**src/rtl/fetch_unit.sv**
```systemverilog
// Fetch stage: owns the PC, issues in-order imem reads and queues returned words.
// Wrong-path responses after a Decode redirect are counted out and discarded.
module fetch_unit #(
  parameter logic [31:0] RESET_PC = 32'h00100000,
  parameter int unsigned DEPTH    = 2
) (
  input  logic        clk,
  input  logic        rst_n,
  input  logic        StallF,
  input  logic        PCSrcD,
  input  logic [31:0] PCBranchD,
  output logic        imem_req,
  output logic [31:0] imem_addr,
  input  logic        imem_gnt,
  input  logic        imem_rvalid,
  input  logic [31:0] imem_rdata,
  output logic [31:0] InstrF,
  output logic [31:0] PCPlus4F,
  output logic        ValidF
);

  localparam int AW = (DEPTH > 1) ? $clog2(DEPTH) : 1;
  localparam int CW = $clog2(DEPTH + 1);
  localparam logic [CW:0] LIM = (CW+1)'(DEPTH);
  localparam logic [CW-1:0] FULL = CW'(DEPTH);

  logic [31:0]   r_fetch_pc;
  logic [31:0]   r_resp_pc;
  logic [31:0]   r_last_pc4;
  logic [CW-1:0] r_count;
  logic [CW-1:0] r_out;
  logic [CW-1:0] r_drop;
  logic [AW-1:0] r_rd_ptr;
  logic [AW-1:0] r_wr_ptr;
  logic [31:0]   r_data [DEPTH];
  logic [31:0]   r_tag  [DEPTH];

  logic          w_redir;
  logic          w_issue;
  logic          w_drop;
  logic          w_push;
  logic          w_pop;
  logic          w_valid;
  logic [CW:0]   w_inflight;
  logic [31:0]   w_head_pc4;

  assign w_redir    = PCSrcD & ~StallF;
  assign w_inflight = {1'b0, r_out} + {1'b0, r_count};
  assign imem_req   = rst_n & ~w_redir & (w_inflight < LIM);
  assign imem_addr  = r_fetch_pc;
  assign w_issue    = imem_req & imem_gnt;

  assign w_valid    = (r_count != '0);
  assign w_drop     = imem_rvalid & (r_drop != '0);
  assign w_push     = imem_rvalid & ~w_drop & ~w_redir;
  assign w_pop      = w_valid & ~StallF & ~w_redir;

  assign w_head_pc4 = r_tag[r_rd_ptr] + 32'd4;
  assign ValidF     = w_valid;
  assign InstrF     = w_valid ? r_data[r_rd_ptr] : 32'd0;
  assign PCPlus4F   = w_valid ? w_head_pc4 : r_last_pc4;

  always_ff @(posedge clk or negedge rst_n) begin
    if (!rst_n) begin
      r_fetch_pc <= RESET_PC;
      r_resp_pc  <= RESET_PC;
      r_last_pc4 <= RESET_PC;
      r_count    <= '0;
      r_out      <= '0;
      r_drop     <= '0;
      r_rd_ptr   <= '0;
      r_wr_ptr   <= '0;
    end else begin
      if (w_valid)
        r_last_pc4 <= w_head_pc4;
      if (w_redir) begin
        // everything still in flight belongs to the wrong path
        r_fetch_pc <= PCBranchD;
        r_resp_pc  <= PCBranchD;
        r_count    <= '0;
        r_rd_ptr   <= '0;
        r_wr_ptr   <= '0;
        r_out      <= r_out - CW'(imem_rvalid);
        r_drop     <= r_out - CW'(imem_rvalid);
      end else begin
        if (w_issue)
          r_fetch_pc <= r_fetch_pc + 32'd4;
        r_out <= r_out + CW'(w_issue) - CW'(imem_rvalid);
        if (w_drop)
          r_drop <= r_drop - CW'(1);
        if (w_push) begin
          r_wr_ptr  <= r_wr_ptr + AW'(1);
          r_resp_pc <= r_resp_pc + 32'd4;
        end
        if (w_pop)
          r_rd_ptr <= r_rd_ptr + AW'(1);
        r_count <= r_count + CW'(w_push) - CW'(w_pop);
      end
    end
  end

  always_ff @(posedge clk) begin
    if (w_push) begin
      r_data[r_wr_ptr] <= imem_rdata;
      r_tag[r_wr_ptr]  <= r_resp_pc;
    end
  end

  a_no_overflow: assert property (
    @(posedge clk) disable iff (!rst_n)
    w_push |-> (r_count != FULL));

endmodule

```
**config.mk**
```make
export PLATFORM = sky130hd
export DESIGN_NAME = fetch_unit
export DESIGN_NICKNAME = d
export VERILOG_FILES = /design/src/rtl/fetch_unit.sv
export SDC_FILE = /design/constraint.sdc
export NUM_CORES = 1
export LEC_CHECK = 0
export ABC_CLOCK_PERIOD_IN_PS = 5550
export CAP_MARGIN = 20
export CORE_ASPECT_RATIO = 0.5
export CORE_UTILIZATION = 54
export CTS_CLUSTER_SIZE = 28
export DETAILED_ROUTE_END_ITERATION = 8
export PLACE_DENSITY = 0.8
export SLEW_MARGIN = 20
export SYNTH_ARGS = -nofsm -noshare
export SYNTH_HDL_FRONTEND = slang
export SYNTH_SLANG_ARGS = --single-unit
```
**constraint.sdc**
```tcl
create_clock -name clk -period 5.55 [get_ports clk]
set_input_delay 0.8325 -clock clk [delete_from_list [all_inputs] [get_ports clk]]
set_output_delay 0.8325 -clock clk [all_outputs]
set_load 0.1 [all_outputs]
```
; After elaboration in Yosys (flattened, before gate mapping)
; Memories as Yosys holds them, arrays and structs flattened.
; Index checks and enable logic that the tools add are counted.
[word_totals]
mem_count = 2
elab_cells = 57
in_bits = 70
ramBits = 128
output_inout_bits = 98
ff_bits = 104
[memory_table]
columns = name, words, width, rd, rd_ports_with_merged_regs, wr, line_no
row1 = r_data, 2, 32, 1, 0, 1, 35  ; logic [31:0] r_data [DEPTH];
row2 = r_tag, 2, 32, 1, 0, 1, 36  ; logic [31:0] r_tag [DEPTH];
[op_classes]
bitwise = 12
n_lt_le_gt_ge = 1
reduce_logical = 6
muxes = 16
addsub = 12
[op_table]
columns = operator, count
row1 = 2-to-1 mux 32 bit, 6
row2 = adder 32 x 3 -> 32 bit (second input constant), 3
row3 = nonzero test 2 bit, 6
row4 = AND 1 bit, 9
row5 = 2-to-1 mux 2 bit, 4
row6 = 2-to-1 mux 1 bit, 6
row7 = subtractor 2 x 1 -> 2 bit, 3
row8 = adder 2 x 1 -> 2 bit, 2
row9 = adder 2 x 2 -> 3 bit, 1
row10 = < comparator 3 x 2 -> 1 bit (second input constant), 1
row11 = NOT 1 bit, 3
row12 = adder 1 bit (second input constant), 2
row13 = subtractor 2 x 1 -> 2 bit (second input constant), 1

; Logic depth before layout (Yosys ltp)
; Gate-level depths: netlist of the first run.
[logic_depth]
depth_word = 9
depth_mapped = 13
ltp_nobuf = 12

; Worst setup path after synthesis of the first run
; Ideal clock, no wire load.
[synth_path]
path_kind = reg2out
start = register r_rd_ptr
end = output PCPlus4F[28]
arrival_ps = 4983
t_required_ps = 4718
stages_incl_launch_ff = 13
n_path_buf = 5
slack_ps = -266
path_cell_list = dfrtp_1 > buf_6 > buf_6 > buf_2 > buf_2 > buf_2 > mux2_2 > ha_1 > nand4b_2 > a221oi_4 > nand3_1 > o31a_1 > o31ai_1
[synth_between]
elab_chain_cells = 3
[synth_rtl]
columns = element, line_no
row1 = "start, declared", 33  ; logic [AW-1:0] r_rd_ptr;
row2 = "start signal, assigned", 96  ; r_rd_ptr <= r_rd_ptr + AW'(1);
row3 = memory read (2 x 32 bit), -
row4 = adder 32 x 3 -> 32 bit, 58  ; assign w_head_pc4 = r_tag[r_rd_ptr] + 32'd4;
row5 = 2-to-1 mux 32 bit, -
row6 = "end, declared", 18  ; output logic [31:0] PCPlus4F,
; Every way passes these cells.

; Worst setup path after layout of the first run
; Same ends and word-level chain as after synthesis.

==> results of run 1 <==
## through the flow
step	setup WS, ns	std cells	hold slack, ns	instance area, um2	utilization
6_report	0.805	1343	0.270	13300	0.686
5_1_grt	0.544	1343	0.288	13300	0.686
4_1_cts	0.821	1343	0.277	13300	0.686
3_5_place_dp	1.36	1303	0.461	12600	0.646
3_3_place_gp	1.46	1303	0.461	12600	0.646
2_1_floorplan	0.280	905	0.459	10800	-
## routing by layer
metal / wire [um] / vias to the layer above
met2: 11200 / 295
met5: 0 / -
met4: 360 / 0
met3: 1770 / 33
met1: 12000 / 3808
li1: - / 3614
## final timing paths
check,from,end,depth (start not counted)
min in group clk,r_last_pc4[24]$_DFF_PN0_,r_last_pc4[24]$_DFF_PN0_,2
max,r_rd_ptr$_DFFE_PN0P_,PCPlus4F[28],8
max in group asynchronous,rst_n,r_last_pc4[26]$_DFF_PN0_,2
min reg2reg,r_last_pc4[24]$_DFF_PN0_,r_last_pc4[24]$_DFF_PN0_,2
max reg2reg,r_rd_ptr$_DFFE_PN0P_,r_last_pc4[26]$_DFF_PN0_,7
min,rst_n,r_last_pc4[21]$_DFF_PN0_,1
## worst register-to-register path, stage by stage (launching register included)
cell      delay, ns
dfrtp_4        0.97
mux2_2         0.34
ha_1           0.31
nand4b_2       0.21
a221oi_4       0.55
nand4_4        0.20
or3_1          0.35
a31o_1         0.24
## registers in the layout (all words and copies together) (netlist names)
register / flops
r_wr_ptr: 1
r_out: 2
r_last_pc4: 32
r_rd_ptr: 1
r_count: 2
r_tag: 64
r_data: 64
r_resp_pc: 30
imem_addr: 32
r_drop: 2
## Yosys cell counts, types with 5 or more instances
master / instances / area, um2
and2_1: 11 / 68.8
buf_2: 9 / 45.0
a21oi_1: 70 / 350
ha_1: 9 / 113
inv_1: 15 / 56.3
edfxtp_1: 128 / 3840
nand2_1: 69 / 259
nand4_1: 29 / 181
mux2i_1: 59 / 591
xnor2_1: 61 / 534
o21ai_0: 19 / 95.1
and4_1: 9 / 78.8
nor2_1: 90 / 338
xor2_1: 19 / 166
o31ai_1: 8 / 60.1
nand3_1: 33 / 165
a31oi_1: 5 / 31.3
nor3_1: 24 / 120
mux2_2: 7 / 78.8
clkbuf_1: 24 / 90.1
and3_1: 7 / 43.8
dfrtp_1: 99 / 2480
nor4_1: 16 / 100
## cell usage in the layout (no fill, tap or decap), types with 16 or more instances in the layout
cell type and n:
a21oi_1 70, buf_4 36, clkbuf_16 23, clkdlybuf4s50_1 139, dfrtp_1 98, edfxtp_1 128
mux2i_1 59, nand2_1 69, nand3_1 33, nand4_1 29, nor2_1 88, nor3_1 24
nor4_1 16, xnor2_1 61, xor2_1 19
## cell families (layout without fill, tap and decap cells)
family                   count (synthesis)  in the layout  share of synthesized area
AND/OR/NAND/NOR                        326            326                      0.163
multiplexers                            66             66                     0.0623
AO/OA/AOI/OAI                          133            133                     0.0757
buffers and inverters                   60            232                     0.0255
adder cells (fa/ha/maj)                 10             10                     0.0123
flip-flops                             230            230                      0.596
XOR/XNOR                                80             80                     0.0652
## report_power, final
group          internal (W)  switching, W  leakage, nW
Clock              0.000964      0.000644        0.372
Sequential          0.00217      0.000316         2.32
Combinational       0.00104       0.00337         2.16
Total               0.00418       0.00433         4.85
## area by class of cell
type,instances,area [um2],area share
Clock buffer,28,604,0.0453
Timing Repair Buffer,175,1660,0.124
Multi-Input combinational cell,615,4110,0.308
Clock inverter,12,173,0.0129
Tap cell,266,333,0.0249
Inverter,17,63.8,0.00478
Sequential cell,230,6400,0.480
==> results.py, run 1 <==
metrics = {
    "status": {
        "outcome": "complete, no violations",
    },
    "sta": {
        "period_needed_ns": 4.75,
        "period_share": 0.855,
        "worst_pin_slew_ns": 1.02,
        "hold_violations": 0,
        "slew_headroom": 0.315,
        "fmax_ghz": 0.211,
        "final_max_slew_viol_count": 0,
        "fin_skew_ns": 0.0198,
        "rsz0062_at_grt": "false",
        "setup_tns_ns": 0,
        "setup_viol": 0,
    },
    "critical_path": {
        "path_cells": "mux2_2 > ha_1 > nand4b_2 > a221oi_4 > nand3_1 > o31a_1 > o31ai_2 > buf_4",
        "crit_buf_inv": 1,
        "start_kind": "flip-flop",
        "cp.arrival_ns": 3.91,
        "cp_top_family": "compound AO/OA/AOI/OAI gates",
        "setup.worst_path.class": "reg -> out",
        "critPathCaptureType": "output pin",
        "r2r_setup_slack_ns": 2.26,
        "crit_fanout": 74,
        "slowest_stage": "dfrtp_4",
        "slowest_delay_ns": 0.97,
        "cp_data_required_time_ns": 4.72,
    },
    "synth": {
        "ys_seq_area_frac": 0.596,
        "syn_avg_cell_area_um2": 11.9,
        "synth_edf_count": 128,
        "netlist_area_um2": 10700,
        "synth_nets": 985,
        "ys_types": 64,
        "ys_seq_elements": 230,
        "ys_async_sr_fraction": 0.443,
        "synth-warning-count": 0,
        "synth_ff_type": "edfxtp_1",
        "synth_cells": 905,
    },
    "grt": {
        "busiest_layer": "met2",
        "use_met3": 0.0383,
        "antenna_found_initial": 0,
        "grt-ovfl-total": 0,
        "grt_pass1_vias": 7383,
        "grt_use_total": 0.248,
        "grt_pass1_wl_um": 39800,
        "grt_use_met1": 0.375,
        "grt_start_max_net_pins": 78,
        "gr-usage-met2": 0.383,
    },
    "cts": {
        "worstSkewPairLatency_ns": 0.51,
        "hold_buffers": 0,
        "cts_resized": 0,
        "cts_max_level": 1,
        "cts_setup_buffers": 0,
        "clkTransAtPathRegs_ns": 0.06,
        "cts_buffers": 22,
        "cts-root-buf": "clkbuf_16",
        "clockBufferDepth": 3,
        "cts_sinks": 230,
        "cts_tree": "yes",
    },
    "routing": {
        "drtIter0Drc": 596,
        "viasPerCell": 5.77,
        "wl_per_cell_um": 18.8,
        "drc": 0,
        "drtPass1Iterations": 5,
        "wl_um": 25300,
        "ant_nets": 0,
        "num_vias": 7750,
    },
    "floorplanning": {
        "fp.dieW_um": 201,
        "pin_count": 168,
        "core_um2": 19500,
        "fp.dieArea_um2": 20500,
        "chipHeight_um": 102,
        "num_rows": 36,
        "start_util": 0.552,
    },
    "power_and_ir_drop": {
        "leakage_nw": 4.85,
        "ir_drop_v": 0.000616,
        "p_per_area_nw_per_um2": 638,
        "fin_total_pwr_w": 0.00851,
    },
    "hold_path": {
        "min_path_type": "in -> async",
    },
    "finish": {
        "diodes": 0,
        "nets": 1141,
        "fillCellCount": 1407,
        "syn2layout_area_growth_pct": 24.2,
        "drive_above_1_share": 0.0984,
    },
    "placed_design": {
        "dp_hpwl_um": 17300,
        "place.gp.congestion": 0.870,
        "portBuffers": 167,
    },
    "job": {
        "cap_violations": 0,
    },
}
Power figures use the tool's default switching activity.
==> run 2: changes to the inputs <==
Settings changed: MAX_ROUTING_LAYER set to met4.
==> run 2 against run 1 <==
  * Non-clock buffer count unchanged
  * Power about the same
  * Wire length rose by 0.28%
  * Hold slack better by 0.0015 ns
  * Critical path depth stayed put
  * Via count increased by 0.41%
  * Global-route usage up 0.88 points
  * Maximum frequency increased by 0.24%
  * Clock power hardly changed
  * Combinational power hardly changed
  * Largest power group unchanged
==> results.py, run 2 (same netlist as run 1, synthesis figures left out) <==
metrics = {
    "status": {
        "outcome": "complete, no violations",
    },
    "power_and_ir_drop": {
        "power_switching_w": 0.00434,
        "seq_power_share": 0.293,
        "leakage_nw": 4.85,
        "switching_share": 0.510,
        "p_per_area_nw_per_um2": 638,
        "p_clk_frac": 0.189,
        "ir_drop_v": 0.000617,
        "comb_power_share": 0.518,
        "intPower_w": 0.00418,
    },
    "finish": {
        "syn2layout_area_growth_pct": 24.2,
        "drive_above_1_share": 0.0984,
        "final_cell_mix": "clkdlybuf4s50_1, edfxtp_1, dfrtp_1",
        "diodes": 0,
        "fillCellCount": 1407,
        "multi_input_area_um2": 4110,
        "final_cell_area_um2": 13300,
        "final_common_cell": "clkdlybuf4s50_1",
        "nets": 1141,
        "largestRegisters": "r_data (64), r_tag (64)",
        "final-seq-area_um2": 6400,
    },
    "routing": {
        "drtIter0Drc": 574,
        "drtPass1Iterations": 6,
        "wl_per_cell_um": 18.9,
        "ant_nets": 0,
        "num_vias": 7782,
        "viasPerCell": 5.79,
        "drc": 0,
        "wl_um": 25400,
    },
    "cts": {
        "worstSkewPairLatency_ns": 0.51,
        "cts_sinks": 230,
        "cts_resized": 0,
        "cts_buffers": 22,
        "clkTransAtPathRegs_ns": 0.06,
        "cts-root-buf": "clkbuf_16",
        "cts_setup_buffers": 0,
        "cts_tree": "yes",
        "clockBufferDepth": 3,
        "cts_max_level": 1,
        "hold_buffers": 0,
    },
    "placed_design": {
        "place.gp.congestion": 0.884,
        "post-place-ws_ns": 1.36,
        "dp_hpwl_um": 17300,
        "post_dp_cell_area_um2": 12600,
        "portBuffers": 167,
    },
    "sta": {
        "rsz0062_at_grt": "false",
        "fin_skew_ns": 0.0218,
        "fmax_ghz": 0.211,
        "slew_headroom": 0.316,
        "setup_tns_ns": 0,
        "final_max_slew_viol_count": 0,
        "fin_ws_ns": 0.816,
        "period_needed_ns": 4.73,
        "hold_violations": 0,
        "setup_viol": 0,
        "period_share": 0.853,
        "worst_pin_slew_ns": 1.02,
    },
    "floorplanning": {
        "pin_count": 168,
        "fp.dieArea_um2": 20500,
        "core_um2": 19500,
        "chipHeight_um": 102,
        "num_rows": 36,
        "fp.dieW_um": 201,
        "start_util": 0.552,
    },
    "grt": {
        "grt_pass1_vias": 7380,
        "grt_pass1_wl_um": 39800,
        "grt_start_max_net_pins": 78,
        "grt-ovfl-total": 0,
        "grt_use_total": 0.257,
        "antenna_found_initial": 0,
    },
    "critical_path": {
        "cp.arrival_ns": 3.90,
        "cp_data_required_time_ns": 4.72,
        "setup.worst_path.class": "reg -> out",
        "crit_start": "r_rd_ptr$_DFFE_PN0P_",
        "start_kind": "flip-flop",
        "r2r_setup_slack_ns": 2.27,
        "r2r_end": "r_last_pc4[26]$_DFF_PN0_",
        "r2r-start": "r_rd_ptr$_DFFE_PN0P_",
        "crit_buf_inv": 1,
        "reg2regPathDepth": 7,
        "path_cells": "mux2_2 > ha_1 > nand4b_2 > a221oi_4 > nand3_1 > o31a_1 > o31ai_2 > buf_4",
        "crit_cells": 8,
        "cp_top_family": "compound AO/OA/AOI/OAI gates",
        "slowest_delay_ns": 0.98,
        "critPathCaptureType": "output pin",
        "slowest_stage": "dfrtp_4",
        "crit_end": "PCPlus4F[28]",
        "crit_fanout": 74,
    },
    "job": {
        "cap_violations": 0,
    },
    "hold_path": {
        "min_path_type": "in -> async",
    },
}
## run 2: cell counts in the layout (fill, tap and decap cells not counted)
Identical to the previous run, type by type.
## run 2: power groups by stage
stage | sequential, W | clock [W] | combinational (W)
final | 0.00249 | 0.00161 | 0.00442
after global routing | 0.00253 | 0.00171 | 0.00461
after CTS | 0.00248 | 0.00163 | 0.00442
after detailed placement | 0.00251 | 0 | 0.00441
after global placement | 0.00249 | 0 | 0.00437
after floorplan | 0.00266 | 0 | 0.00330
## run 2: worst min-delay path by stage
stage                                to  depth (start not counted)
2_1_floorplan    r_tag[0][31]$_DFFE_PP_                          0
3_3_place_gp    r_last_pc4[3]$_DFF_PN0_                          2
3_5_place_dp   r_last_pc4[24]$_DFF_PN0_                          2
4_1_cts        r_last_pc4[21]$_DFF_PN0_                          1
5_1_grt        r_last_pc4[27]$_DFF_PN0_                          1
6_report       r_last_pc4[21]$_DFF_PN0_                          1
## run 2: layer usage
layer | wire length, um | track usage | vias to the layer above | share of wire
met5 | 0 | - | - | 0
met3 | 1640 | 0.0347 | 33 | 0.064
li1 | - | - | 3622 | -
met4 | 382 | 0.0524 | 0 | 0.015
met2 | 11100 | 0.383 | 294 | 0.44
met1 | 12300 | 0.379 | 3833 | 0.48
## run 2: area by class of cell
cell class / instances / share of cell area
flip-flops and latches: 230 / 0.480
clock buffers: 28 / 0.0453
clock inverters: 12 / 0.0129
multi-input cells: 615 / 0.308
repair buffers: 175 / 0.124
inverters: 17 / 0.00478
well taps: 266 / 0.0249
## run 2: metrics by stage
step,utilization,cells,hold slack [ns],power [W]
final,0.686,1343,0.271,0.00852
after detailed placement,0.646,1303,0.461,0.00692
after global placement,0.646,1303,0.461,0.00686
after floorplan,-,905,0.459,0.00597
after global routing,0.686,1343,0.288,0.00885
after CTS,0.686,1343,0.277,0.00854
==> run 3: changes to the inputs <==
Settings changed: CORE_MARGIN set to 3, CTS_CLUSTER_DIAMETER set to 60.
==> run 3 against run 2 <==
  * Core utilization shrank 0.17 points
  * First-iteration DRC count increased by 2.1%
  * Power shrank 6.7%
  * Largest cell class unchanged
==> results.py, run 3 (same netlist as run 1, synthesis figures left out) <==
metrics = {
    "critical_path": {
        "critPathCaptureType": "output pin",
        "cp_data_required_time_ns": 4.72,
        "r2r_setup_slack_ns": 2.33,
        "cp.arrival_ns": 3.84,
        "r2r-start": "r_rd_ptr$_DFFE_PN0P_",
        "reg2regPathDepth": 7,
        "r2r_end": "r_last_pc4[26]$_DFF_PN0_",
        "setup.worst_path.class": "reg -> out",
        "crit_end": "PCPlus4F[28]",
        "crit_start": "r_rd_ptr$_DFFE_PN0P_",
        "start_kind": "flip-flop",
        "crit_fanout": 72,
    },
    "cts": {
        "cts_buffers": 12,
        "hold_buffers": 0,
        "worstSkewPairLatency_ns": 0.48,
        "clkTransAtPathRegs_ns": 0.11,
        "cts-root-buf": "clkbuf_16",
        "clockBufferDepth": 3,
        "cts_max_level": 1,
        "cts_tree": "yes",
        "cts_sinks": 230,
        "cts_setup_buffers": 0,
        "cts_resized": 0,
    },
    "finish": {
        "syn2layout_area_growth_pct": 20.8,
        "largestRegisters": "r_data (64), r_tag (64)",
        "final_cell_area_um2": 13000,
        "final_common_cell": "clkdlybuf4s50_1",
        "final_cell_mix": "clkdlybuf4s50_1, edfxtp_1, dfrtp_1",
        "diodes": 0,
        "drive_above_1_share": 0.0850,
        "nets": 1133,
    },
    "sta": {
        "fmax_ghz": 0.214,
        "setup_viol": 0,
        "worst_pin_slew_ns": 1.01,
        "final_max_slew_viol_count": 0,
        "hold_violations": 0,
        "rsz0062_at_grt": "false",
        "period_needed_ns": 4.67,
        "fin_skew_ns": 0.0105,
        "period_share": 0.841,
        "slew_headroom": 0.324,
        "setup_tns_ns": 0,
    },
    "hold_path": {
        "min_path_type": "in -> async",
    },
    "floorplanning": {
        "fp.dieArea_um2": 21700,
        "num_rows": 35,
        "pin_count": 168,
        "chipHeight_um": 106,
        "start_util": 0.567,
        "core_um2": 19000,
        "fp.dieW_um": 205,
    },
    "placed_design": {
        "post_dp_cell_area_um2": 12600,
        "portBuffers": 167,
        "dp_hpwl_um": 17800,
        "place.gp.congestion": 0.899,
    },
    "routing": {
        "num_vias": 7608,
        "drtIter0Drc": 586,
        "wl_met3_um": 1750,
        "drtPass1Iterations": 5,
        "wl_per_cell_um": 19.1,
        "drc": 0,
        "routed-wl-met2_um": 11000,
        "wl_um": 25100,
        "ant_nets": 0,
        "viasPerCell": 5.77,
        "route.layer.met1.wl_um": 12100,
        "routed.top_layer": "met4",
    },
    "grt": {
        "antenna_found_initial": 0,
        "grt-ovfl-total": 0,
        "grt_pass1_wl_um": 40600,
        "grt_use_total": 0.239,
        "grt_start_max_net_pins": 74,
        "grt_pass1_vias": 7362,
    },
    "job": {
        "cap_violations": 0,
    },
    "power_and_ir_drop": {
        "p_per_area_nw_per_um2": 613,
        "ir_drop_v": 0.000464,
        "leakage_nw": 4.69,
    },
    "status": {
        "outcome": "complete, no violations",
    },
}
## run 3: changes by cell type in the layout (fill, tap and decap cells not counted), sizes merged
cell,previous run,this run
buf,36,38
clkinvlp,3,0
clkbuf,28,16
bufinv,4,1
clkinv,5,2
inv,17,18
## run 3: worst min-delay path by stage
stage,start,cells after the start,to,slack [ns]
global route,rst_n,1,imem_addr[6]$_DFFE_PN0P_,0.28
detailed placement,r_last_pc4[3]$_DFF_PN0_,2,r_last_pc4[3]$_DFF_PN0_,0.45
floorplan,r_resp_pc[31]$_DFFE_PN0P_,0,r_tag[0][31]$_DFFE_PP_,0.46
finish,rst_n,1,imem_addr[6]$_DFFE_PN0P_,0.27
CTS,rst_n,1,imem_addr[6]$_DFFE_PN0P_,0.27
global placement,r_last_pc4[3]$_DFF_PN0_,2,r_last_pc4[3]$_DFF_PN0_,0.45
## run 3: final cells by class
type / instances / area, um2
clock buffers: 16 / 337
clock inverters: 4 / 52.6
fillers: 1382 / 5990
inverters: 17 / 63.8
multi-input cells: 615 / 4100
flip-flops and latches: 230 / 6400
well taps: 259 / 324
repair buffers: 177 / 1690
## run 3: stage by stage
stage / hold WS (ns) / util / worst slack (ns) / cells / power, W
finish: 0.266 / 0.684 / 0.881 / 1318 / 0.00795
global route: 0.279 / 0.684 / 0.638 / 1318 / 0.00829
detailed placement: 0.454 / 0.663 / 1.42 / 1297 / 0.00695
CTS: 0.273 / 0.683 / 0.887 / 1317 / 0.00797
floorplan: 0.459 / - / 0.280 / 905 / 0.00597
global placement: 0.451 / 0.663 / 1.50 / 1297 / 0.00689
## run 3: per-layer routing
metal	track usage	up-vias
met3	0.0302	26
met1	0.373	3728
met2	0.345	260
met4	0.0321	0
li1	-	3594
met5	-	-
## run 3: worst max-delay path: stages, from the launching register on
cell and delay [ns]:
dfrtp_4 0.97, mux2_2 0.31, ha_1 0.30, nand4b_2 0.21
a221oi_4 0.55, nand3_1 0.17, o31a_1 0.29, o31ai_2 0.22
buf_4 0.34
## run 3: report_power, final
group,leakage [nW],switching (W),internal (W)
Sequential,2.32,0.000310,0.00217
Combinational,2.18,0.00338,0.00106
Clock,0.191,0.000533,0.000487
Total,4.69,0.00423,0.00372
